**src/rtl/red_secuencial_der_izq.sv**
```systemverilog
// Bit-serial unsigned comparator: Zout = (A > B), evaluated LSB to MSB
// one bit per clock with a single carried state bit p.
module red_secuencial_der_izq #(
  parameter int N  = 3,
  parameter int IW = $clog2(N)
) (
  input  logic         clk,
  input  logic         rst_n,
  input  logic         in_valid,
  output logic         in_ready,
  input  logic [N-1:0] A,
  input  logic [N-1:0] B,
  output logic         out_valid,
  input  logic         out_ready,
  output logic         Zout,
  output logic         busy
);

  typedef enum logic [1:0] {IDLE, SHIFT, DONE} state_e;

  localparam logic [IW-1:0] LAST = IW'(N-1);

  state_e          state_q;
  logic [N-1:0]    a_q, b_q;
  logic [IW-1:0]   idx_q;
  logic            p_q, zout_q;
  logic            p_d;

  // Bit 0 of the shift registers is always the pair at idx; p_q is cleared on
  // accept, so the first step reduces to the initial-cell equation.
  always_comb begin
    p_d = (a_q[0] & ~b_q[0]) | (~(a_q[0] ^ b_q[0]) & p_q);
  end

  always_ff @(posedge clk or negedge rst_n) begin
    if (!rst_n) begin
      state_q <= IDLE;
      a_q     <= '0;
      b_q     <= '0;
      idx_q   <= '0;
      p_q     <= 1'b0;
      zout_q  <= 1'b0;
    end else begin
      case (state_q)
        IDLE: begin
          if (in_valid) begin
            a_q     <= A;
            b_q     <= B;
            idx_q   <= '0;
            p_q     <= 1'b0;
            state_q <= SHIFT;
          end
        end
        SHIFT: begin
          a_q <= a_q >> 1;
          b_q <= b_q >> 1;
          p_q <= p_d;
          if (idx_q == LAST) begin
            zout_q  <= p_d;
            idx_q   <= '0;
            state_q <= DONE;
          end else begin
            idx_q <= idx_q + IW'(1);
          end
        end
        DONE: begin
          if (out_ready) state_q <= IDLE;
        end
        default: state_q <= IDLE;
      endcase
    end
  end

  assign in_ready  = (state_q == IDLE);
  assign busy      = (state_q == SHIFT);
  assign out_valid = (state_q == DONE);
  assign Zout      = zout_q;

endmodule

```
**config.mk**
```make
export PLATFORM = sky130hd
export DESIGN_NAME = red_secuencial_der_izq
export DESIGN_NICKNAME = d
export VERILOG_FILES = /design/src/rtl/red_secuencial_der_izq.sv
export SDC_FILE = /design/constraint.sdc
export NUM_CORES = 1
export LEC_CHECK = 0
export ABC_AREA = 1
export CAP_MARGIN = 20
export CORE_AREA = 2 2 39 41
export CTS_BUF_LIST = sky130_fd_sc_hd__clkbuf_16
export CTS_CLUSTER_DIAMETER = 40
export DETAILED_ROUTE_END_ITERATION = 8
export DIE_AREA = 0 0 41 43
export PLACE_DENSITY_LB_ADDON = 0.12
export SLEW_MARGIN = 0
export SYNTH_ARGS = -nofsm -noshare
export SYNTH_HDL_FRONTEND = slang
export SYNTH_SLANG_ARGS = --single-unit
export TNS_END_PERCENT = 30
```
**constraint.sdc**
```tcl
create_clock -name clk -period 1.9 [get_ports clk]
set_input_delay 0.475 -clock clk [delete_from_list [all_inputs] [get_ports clk]]
set_output_delay 0.475 -clock clk [all_outputs]
set_load 0.02 [all_outputs]
```
Word level (Yosys, flattened, before mapping)
Index checks and enable logic that the tools add are counted.
W data, S select, Z words.
Storage, ports and cells
  register bits: 12
  output and inout port bits: 4
  logic and storage cells: 37
Operators by class
  $add $sub $neg: 1
  reduce and logical (&&, ||, !) cells: 5
  muxes and demuxes: 13
  equality and inequality tests: 6
  bitwise gates (word level): 6
Operators with widths (count)
  $pmux W3 S2: 2
  $mux W2: 5
  $mux W3: 2
  $pmux W2 S3: 1
  $eq A2 B2 Y1 const B: 2
  $ne A2 B1 Y1 const B: 2
  $pmux W2 S2: 1
  $reduce_and A2 Y1: 2
  $reduce_and A3 Y1: 1
  $add A2 B1 Y2 const B: 1
  $and A1 B1 Y1: 2
  $eq A2 B1 Y1 const B: 1
  $logic_not A2 Y1: 1
  $ne A2 B2 Y1 const B: 1
  $not A1 Y1: 2
  $pmux W1 S2: 1
  $reduce_bool A2 Y1: 1
  $mux W1: 1
  $or A1 B1 Y1: 1
  $xor A1 B1 Y1: 1

Depth between registers and ports, before layout
Gate-level depths: netlist (run 1).
  word-level depth: 5
  depth in mapped cells: 6
  mapped depth without buffers: 6

Least setup slack after synthesis (run 1)
No wires, ideal clock.
  path type: reg2out
  start: register state_q[0]
  end: output port in_ready
  path slack: 0.589 ns
  required time: 1.425 ns
  buffers on the path: 1
  stages on the path, launching flop included: 3
  arrival: 0.836 ns
  cells stage by stage: dfrtp_1 buf_6 nor2_1
On the way
  word-level cells in the longest chain between the ends: 1
RTL lines
  start, declared: RTL line 23  | state_e state_q;
  start signal, assigned: RTL line 37  | state_q <= IDLE;
  start signal, assigned: RTL line 51  | state_q <= SHIFT;
  start signal, assigned: RTL line 61  | state_q <= DONE;
  $logic_not A2 Y1: RTL line 74  | assign in_ready = (state_q == IDLE);
  end, declared: RTL line 10  | output logic in_ready,
Every way passes these cells.

Final worst setup path (run 1)
Ends and elaborated chain as after synthesis.

==> results.txt, run 1 <==
Worst Path Arrival = 1.26 ns
Post-Route Setup TNS = 0 ns
skew final = 0.00229 ns
Synth Area per Inst = 8.47 sq um
final hold vios = 0
most frequent cells in the layout = nand2_1, dfrtp_1, inv_1
slowest stage cell, crit path = dfrtp_1
num rows = 14
Placement Cell Area = 781 sq um
Syn Nets = 85
Routed WL = 1210 um
CTS tree = yes
synth unique cells = 17
vias = 507
Slew Viols, Final = 0
layout overhead on the synthesized area = 36.5%
leading area contributor after synthesis = dfrtp_1
CP required = 1.42 ns
worst path cell trace = nor2_1 > dlygate4sd2_1
crit path buf inv count = 1
Mapped Area = 627 sq um
CP Class = register to output pin
Worst Hold Class = register to register
fmax = 577 MHz
layout cells sized above 1 = 15.2%
Non-Filler Instances = 108
CTS H-tree depth = 1
DR iter-0 viols = 6
TritonCTS buffer count = 3
status = finished clean
vias per std cell = 4.69
Die X = 41 um
RePlAce Congestion = 0.669
FF+latch area = 300 sq um
first-pass GRT wire length = 2190 um
Yosys reg bits = 12
fin nets = 104
CTS Hold Bufs = 0
DP Cell Count = 104
max incr delay on CP = 0.47 ns
Routed Antenna Nets = 0
worst skew pair latency = 0.24 ns
Max FO, Critical Path = 5
synth top area cells = dfrtp_1, nand2_1, inv_1
setup ws final = 0.167 ns
Final Critical Period = 1.73 ns
iteration count of the initial detailed-routing pass = 4
Place WS = 0.135 ns
Worst-Margin Slew = 0.544 ns
clk root buf = clkbuf_16
Die ar. = 1760 sq um
Top delay family on crit path = flip-flops
port buffer count = 13
Initial Util = 45.3%
Max-Cap Viols = 0
fillers = 143
synthesized instance count = 74
Pwr Density = 1690 nW/um^2
grt total ovfl = 0
dpl hpwl = 899 um
GRT Resource Usage Total = 18.8%
vias in the first global route = 474
P_leak = 0.452 nW
TritonCTS Sinks = 12
diode count = 0
Clock Tree Buf Depth = 2
initial antenna violation count = 0
critical path endpoint category = output pin
largest net degree at the start of global routing = 13
Final Setup Violations = 0
commonest non-fill, non-tap cell in the layout = nand2_1
Hold Slack = 0.475 ns
setup bufs post-CTS = 0
startpoint types = register
Seq/Total Area, Yosys = 47.9%
Post-route DRC = 0
fin crit share = 91.2%
Worst IR Drop VDD = 0.000885 V
Yosys warnings = 0
I/O pin count = 14
Worst slew margin = 63.6%
multi-input logic area = 251 sq um
unrepaired setup endpoints after global routing = false
clock slew at reported path FFs = 0.04 ns
height of the die = 43 um
post-synth top area share = 47.9%
design area = 856 sq um
drt wl/cell = 11.2 um
core area = 1380 sq um
-- metal layers --
layer | GRT usage (%) | up-vias | part of all wire, %
li1 | - | 261 | -
met1 | 24.7 | 230 | 43
met2 | 27.2 | 12 | 50
met3 | 6.28 | 4 | 4.3
met4 | 8.00 | 0 | 2.5
met5 | 0 | - | 0
-- power by group --
group | switching [mW] | internal, mW
sequential | 0.0696 | 0.359
clock | 0.107 | 0.277
combinational | 0.383 | 0.251
-- state kept, by name (all words and copies together) (netlist names) --
register  count
a_q           3
b_q           3
idx_q         2
state_q       2
Zout          1
p_q           1
-- area by class of cell --
| class | count | share of cell area [%] |
|---|---|---|
| Clock inverter | 1 | 0.439 |
| Clock buffer | 3 | 8.77 |
| Tap cell | 16 | 2.34 |
| Multi-Input combinational cell | 46 | 29.4 |
| Timing Repair Buffer | 15 | 16.5 |
| Sequential cell | 12 | 35.1 |
| Inverter | 15 | 7.46 |
-- path summary, 6_finish.rpt --
check | depth (start not counted) | from | to | slack, ns
worst max register to register | 7 | state_q[1]$_DFFE_PN0P_ | a_q[1]$_DFFE_PN0P_ | 0.76
min in group asynchronous | 1 | rst_n | state_q[1]$_DFFE_PN0P_ | 0.59
worst min-delay path | 2 | p_q$_DFFE_PN0P_ | p_q$_DFFE_PN0P_ | 0.48
max in group asynchronous | 1 | rst_n | b_q[0]$_DFFE_PN0P_ | 0.95
worst max-delay path | 2 | state_q[0]$_DFFE_PN0P_ | in_ready | 0.17
worst min register to register | 2 | p_q$_DFFE_PN0P_ | p_q$_DFFE_PN0P_ | 0.48
-- timing repair --
action / CTS / global route
endpoints found under the hold margin: 0 / 0
resized for setup: 3 / 0
setup endpoints to repair: 3 / 0
-- cell families after synthesis --
group | share of synthesized area, %
buf+inv | 12.0
simple gates | 29.9
compound gates | 8.19
fa+ha+maj | 2.00
flops | 47.9
-- cell usage after synthesis (all sizes together) --
cell,number
o21ai,4
dfrtp,12
a21oi,1
ha,1
nor2,3
o31ai,1
inv,15
nand3,8
nand2,27
a21o,1
buf,1
-- worst min-delay path, delay by kind of cell (launching register included) --
kind,cells,cell delay [ns]
and+or+nand+nor,2,0.10
DFF,1,0.34
-- stage by stage --
step / total power, mW / utilization (%)
6_report: 1.45 / 61.8
5_1_grt: 1.57 / 61.8
4_1_cts: 1.46 / 61.8
3_5_place_dp: 1.09 / 56.4
3_3_place_gp: 1.07 / 56.4
2_1_floorplan: 0.889 / -
(Power assumes the default switching activity.)
==> run 2: changes to the inputs <==
--- a/config.mk
+++ b/config.mk
@@ -9,7 +9,6 @@
 export CAP_MARGIN = 20
 export CORE_AREA = 2 2 39 41
 export CTS_BUF_LIST = sky130_fd_sc_hd__clkbuf_16
-export CTS_CLUSTER_DIAMETER = 40
 export DETAILED_ROUTE_END_ITERATION = 8
 export DIE_AREA = 0 0 41 43
 export PLACE_DENSITY_LB_ADDON = 0.12
==> results of run 2 <==
Same layout as run 1: the final DEF is identical, and so are final timing and power.
